File: config.mk
export PLATFORM = sky130hd
export DESIGN_NAME = traffic_light_multi
export DESIGN_NICKNAME = d
export VERILOG_FILES = /design/src/rtl/traffic_light_multi.sv
export SDC_FILE = /design/constraint.sdc
export NUM_CORES = 1
export LEC_CHECK = 0
export CORE_UTILIZATION = 50
export CTS_BUF_LIST = sky130_fd_sc_hd__clkbuf_2
export CTS_CLUSTER_SIZE = 28
export DETAILED_ROUTE_END_ITERATION = 10
export GPL_ROUTABILITY_DRIVEN = 0
export PLACE_DENSITY = 0.76
export SKIP_CTS_REPAIR_TIMING = 1
export SLEW_MARGIN = 30
export SYNTH_ARGS = -nofsm -noshare
export SYNTH_HDL_FRONTEND = slang
export SYNTH_SLANG_ARGS = --single-unit
File: constraint.sdc
create_clock -name clk -period 2.9 [get_ports clk]
set_clock_uncertainty 0.15 [all_clocks]
set_input_delay 0.29 -clock clk [delete_from_list [all_inputs] [get_ports clk]]
set_output_delay 0.29 -clock clk [all_outputs]
set_load 0.1 [all_outputs]
File: src/rtl/traffic_light_multi.sv
// traffic_light_multi: round-robin multi-approach traffic light controller
//
// Sequences NUM_DIRS approaches through GREEN -> YELLOW -> ALL_RED with
// programmable phase lengths, a latched pedestrian request that may cut a
// green short after MIN_GREEN_CYC cycles, and a flashing-yellow override.
// Optional walk indication is built only when TLC_WALK_EN is defined.
//
// Ports:
//   clk        in   rising-edge clock
//   reset      in   synchronous, active-high reset
//   ped_req    in   pedestrian request (level or pulse)
//   flash      in   flashing-yellow override
//   red        out  [NUM_DIRS] red lamp per approach
//   yellow     out  [NUM_DIRS] yellow lamp per approach
//   green      out  [NUM_DIRS] green lamp per approach
//   active_dir out  [DIR_W] approach owning the right-of-way
//   ped_ack    out  one-cycle pulse when a pending request is served
//   walk       out  [NUM_DIRS] walk indication (0 unless TLC_WALK_EN)
module traffic_light_multi #(
    parameter int NUM_DIRS      = 2,
    parameter int CNT_W         = 8,
    parameter int GREEN_CYC     = 20,
    parameter int YELLOW_CYC    = 4,
    parameter int ALLRED_CYC    = 2,
    parameter int MIN_GREEN_CYC = 5,
    parameter int FLASH_CYC     = 10,
    parameter int WALK_CYC      = 8,
    localparam int DIR_W        = (NUM_DIRS > 2) ? $clog2(NUM_DIRS) : 1
) (
    input  logic                clk,
    input  logic                reset,
    input  logic                ped_req,
    input  logic                flash,
    output logic [NUM_DIRS-1:0] red,
    output logic [NUM_DIRS-1:0] yellow,
    output logic [NUM_DIRS-1:0] green,
    output logic [DIR_W-1:0]    active_dir,
    output logic                ped_ack,
    output logic [NUM_DIRS-1:0] walk
);
    typedef enum logic [1:0] {S_ALL_RED, S_GREEN, S_YELLOW, S_FLASH} state_e;

    localparam logic [CNT_W-1:0] GREEN_LAST  = CNT_W'(GREEN_CYC - 1);
    localparam logic [CNT_W-1:0] YELLOW_LAST = CNT_W'(YELLOW_CYC - 1);
    localparam logic [CNT_W-1:0] ALLRED_LAST = CNT_W'(ALLRED_CYC - 1);
    localparam logic [CNT_W-1:0] MIN_LAST    = CNT_W'(MIN_GREEN_CYC - 1);
    localparam logic [CNT_W-1:0] FLASH_LAST  = CNT_W'(FLASH_CYC - 1);

    state_e             state_q, state_d;
    logic [CNT_W-1:0]   cnt_q, cnt_d;
    logic [DIR_W-1:0]   dir_q, dir_d;
    logic               pend_q, pend_d;
    logic               blink_q, blink_d;
    logic               ack_q, ack_d;
    logic [NUM_DIRS-1:0] dir_oh;

    always_ff @(posedge clk) begin
        if (reset) begin
            state_q <= S_ALL_RED;
            cnt_q   <= '0;
            dir_q   <= '0;
            pend_q  <= 1'b0;
            blink_q <= 1'b0;
            ack_q   <= 1'b0;
        end else begin
            state_q <= state_d;
            cnt_q   <= cnt_d;
            dir_q   <= dir_d;
            pend_q  <= pend_d;
            blink_q <= blink_d;
            ack_q   <= ack_d;
        end
    end

    always_comb begin
        state_d = state_q;
        dir_d   = dir_q;
        blink_d = blink_q;
        ack_d   = 1'b0;
        if (flash) begin
            state_d = S_FLASH;
            if (state_q != S_FLASH)
                blink_d = 1'b1;
            else if (cnt_q == FLASH_LAST)
                blink_d = ~blink_q;
        end else begin
            case (state_q)
                S_ALL_RED: if (cnt_q == ALLRED_LAST) state_d = S_GREEN;
                S_GREEN: if (cnt_q == GREEN_LAST || (pend_q && cnt_q >= MIN_LAST)) begin
                    state_d = S_YELLOW;
                    ack_d   = pend_q;
                end
                S_YELLOW: if (cnt_q == YELLOW_LAST) begin
                    state_d = S_ALL_RED;
                    dir_d   = (dir_q == DIR_W'(NUM_DIRS - 1)) ? '0 : dir_q + 1'b1;
                end
                default: state_d = S_ALL_RED;
            endcase
        end
        // In FLASH the counter measures one blink half-period and restarts.
        cnt_d  = (state_d != state_q || (state_q == S_FLASH && cnt_q == FLASH_LAST)) ? '0 : cnt_q + 1'b1;
        // Requests are dropped on any yellow entry and never held across FLASH.
        pend_d = (state_d == S_FLASH || state_q == S_FLASH || (state_d == S_YELLOW && state_q != S_YELLOW))
                 ? 1'b0 : (pend_q | ped_req);
    end

    assign dir_oh     = NUM_DIRS'(1) << dir_q;
    assign red        = (state_q == S_ALL_RED) ? '1 : (state_q == S_FLASH) ? '0 : ~dir_oh;
    assign green      = (state_q == S_GREEN) ? dir_oh : '0;
    assign yellow     = (state_q == S_YELLOW) ? dir_oh : (state_q == S_FLASH) ? {NUM_DIRS{blink_q}} : '0;
    assign active_dir = dir_q;
    assign ped_ack    = ack_q;

`ifdef TLC_WALK_EN
    // cnt < served green length holds throughout GREEN, so only WALK_CYC bounds it here.
    assign walk = (state_q == S_GREEN && 32'(cnt_q) < WALK_CYC) ? dir_oh : '0;
`else
    assign walk = NUM_DIRS'(WALK_CYC) & '0;
`endif
endmodule
==> flow_summary.ini <==
[yosys]
synthArstFlopShare_pct = 0
ys.flop_type = dfxtp_1
yosys_warnings = 0
syn-cell-area_um2 = 827.0
ys_seq_area_share_pct = 33.89
synth.distinct_cells = 36
avgSynthCellArea_um2 = 9.088
synth_edf_count = 0
synth.ff_latch_count = 14
netlist_instances = 91
synth.area.top_cells = dfxtp_1, nor3_2, ha_1
yosysTopAreaCell = dfxtp_1
yosysTopAreaCellShare_pct = 33.89

[critical_path]
cp-startpoint = cnt_q[5]
cp_cell_sequence = or4_4 -> or4_4 -> o2111ai_4 -> nor3_2
arrival_ns = 2.00
crit_cells = 4
cp-end-kind = register
critPathBufInv = 0
setup.worst_path.start_class = register
rr_worst_depth = 4
required_ns = 2.92
crit_path_end = cnt_q[2]
path_class = register to register
crit_slowest_cell = or4_4
crit_path_frequent_cell = or4_4
worstReg2RegStart = cnt_q[5]
critPathMaxStageDelay_ns = 0.57
cpLargestDelayFamily = simple AND/OR/NAND/NOR gates
r2r-end = cnt_q[2]
cp_max_fo = 8
r2r_slack_ns = 0.92

[clocking]
cts_sinks = 14
cts_tree = built
clock_path_buffers = 2
clockRootBuffer = clkbuf_2
clock_latency_ns = 0.28
numCtsBuffers = 3
clkSlewWorstSetupHoldPaths_ns = 0.13
cts.htree.levels = 1

[pwr]
p_leak_nw = 0.3655
power.total_mw = 0.3953
p_per_area_mw_per_mm2 = 417.4
ir_drop_mv = 0.3272

[flow_run]
cap_violations = 0

[route]
wl_per_cell_um = 13.38
first_pass_iters = 4
vias_per_cell = 5.792
via_count = 695
antenna_left = 0
drcViolationCount = 0
drt_wl_total_um = 1606
initialDrtViolationCount = 13

[floorplanning]
ios = 14
die_x_um = 42.67
fp.coreArea_mm2 = 0.001524
start_util_pct = 54.27
dieArea_mm2 = 0.001821
row_count = 14
die_h_um = 42.67

[hold_path]
min_path_cells = 1
hold_path.class = register to register

[layout]
layout_commonest_cell = dfxtp_1
finalNonFillerCells = 120
nNetsFinal = 112
final_cell_area_um2 = 947.2
drive_above_1_share_pct = 25.00
n_antenna_cell = 0
final_cell_mix = dfxtp_1, buf_4, nor3_2
fill_cells = 135
syn_to_final_growth_pct = 14.52

[grt]
grt.total_usage_pct = 20.73
grt_pass1_wl_um = 2835
grt_max_degree = 11
overflow = 0
antenna_found_initial = 0
grt_pass1_vias = 691

[timing]
finalCriticalPeriod_ns = 1.983
tns_ns = 0
report.final.setup_viol = 0
fmax_ghz = 0.5043
worst_slack_ns = 0.9170
min_period_over_period_pct = 68.38
hold_violations = 0
rsz0062_at_grt = false
finalMaxSlewViolations = 0

[placement]
dpl.hpwl_um = 1221
post_dp_cell_area_um2 = 928.4
portBuffers = 11
dp_cells = 116
place_ws_ns = 0.9357

[run_status]
outcome = completed
[synth_stat cells, types with 2 or more instances]
cell type and count:
nor2_1 5, ha_1 3, xnor2_1 3, nor4_1 2, nand2_1 5, dfxtp_1 14, inv_1 5, a31oi_1 3
or4_4 2, and3_1 3, o21ai_0 2, xor2_1 4, and2_1 2, nor3_2 7, nor2b_1 2, a21oi_1 3
buf_4 3, nand3_1 5
[power breakdown]
| part | internal, mW | switching [mW] |
|---|---|---|
| Clock | 0.0299 | 0.0618 |
| Combinational | 0.0249 | 0.0703 |
| Sequential | 0.198 | 0.0101 |
[per-stage QoR]
stage               utilization [%]  hold slack (ns)
global placement              60.92           0.3445
global route                  62.15           0.3823
finish                        62.15           0.3553
CTS                           62.15           0.3580
detailed placement            60.92           0.3386
floorplan                         -           0.2094
[cells by family (layout without fill, tap and decap cells)]
| logic type | count (synthesis) | in the layout | share of synthesized area [%] |
|---|---|---|---|
| flops | 14 | 14 | 33.89 |
| compound gates | 16 | 16 | 15.43 |
| fa+ha+maj | 3 | 3 | 4.539 |
| simple gates | 40 | 40 | 32.22 |
| other cells | 1 | 2 | 0.4534 |
| xor+xnor | 7 | 7 | 7.413 |
| buf+inv | 10 | 22 | 6.050 |
[how the worst min path moves through the flow]
stage / slack [ns] / startpoint / to
global route: 0.38 / pend_q / ped_ack
CTS: 0.36 / pend_q / ped_ack
global placement: 0.34 / pend_q / ped_ack
floorplan: 0.21 / reset / state_q[0]
detailed placement: 0.34 / pend_q / ped_ack
finish: 0.36 / pend_q / ped_ack
[sequential cells by signal (all words and copies together) (netlist names)]
signal	flops
pend_q	1
ped_ack	1
blink_q	1
state_q	2
active_dir	1
cnt_q	8
[layout make-up]
class	instances	area, um^2	area share [%]
clock buffers	3	15.01	1.585
clock inverters	1	3.754	0.3963
inverters	5	18.77	1.982
multi-input cells	68	504.2	53.24
flip-flops and latches	14	280.3	29.59
well taps	16	20.02	2.114
repair buffers	13	105.1	11.10
[layer usage]
layer	vias up	wire [um]	global-route usage [%]
met5	-	0	0
met4	0	46	15.63
met3	7	66	3.830
met2	18	728	30.91
met1	323	764	26.20
li1	347	-	-
No activity file was read; power rests on OpenSTA's default activity.
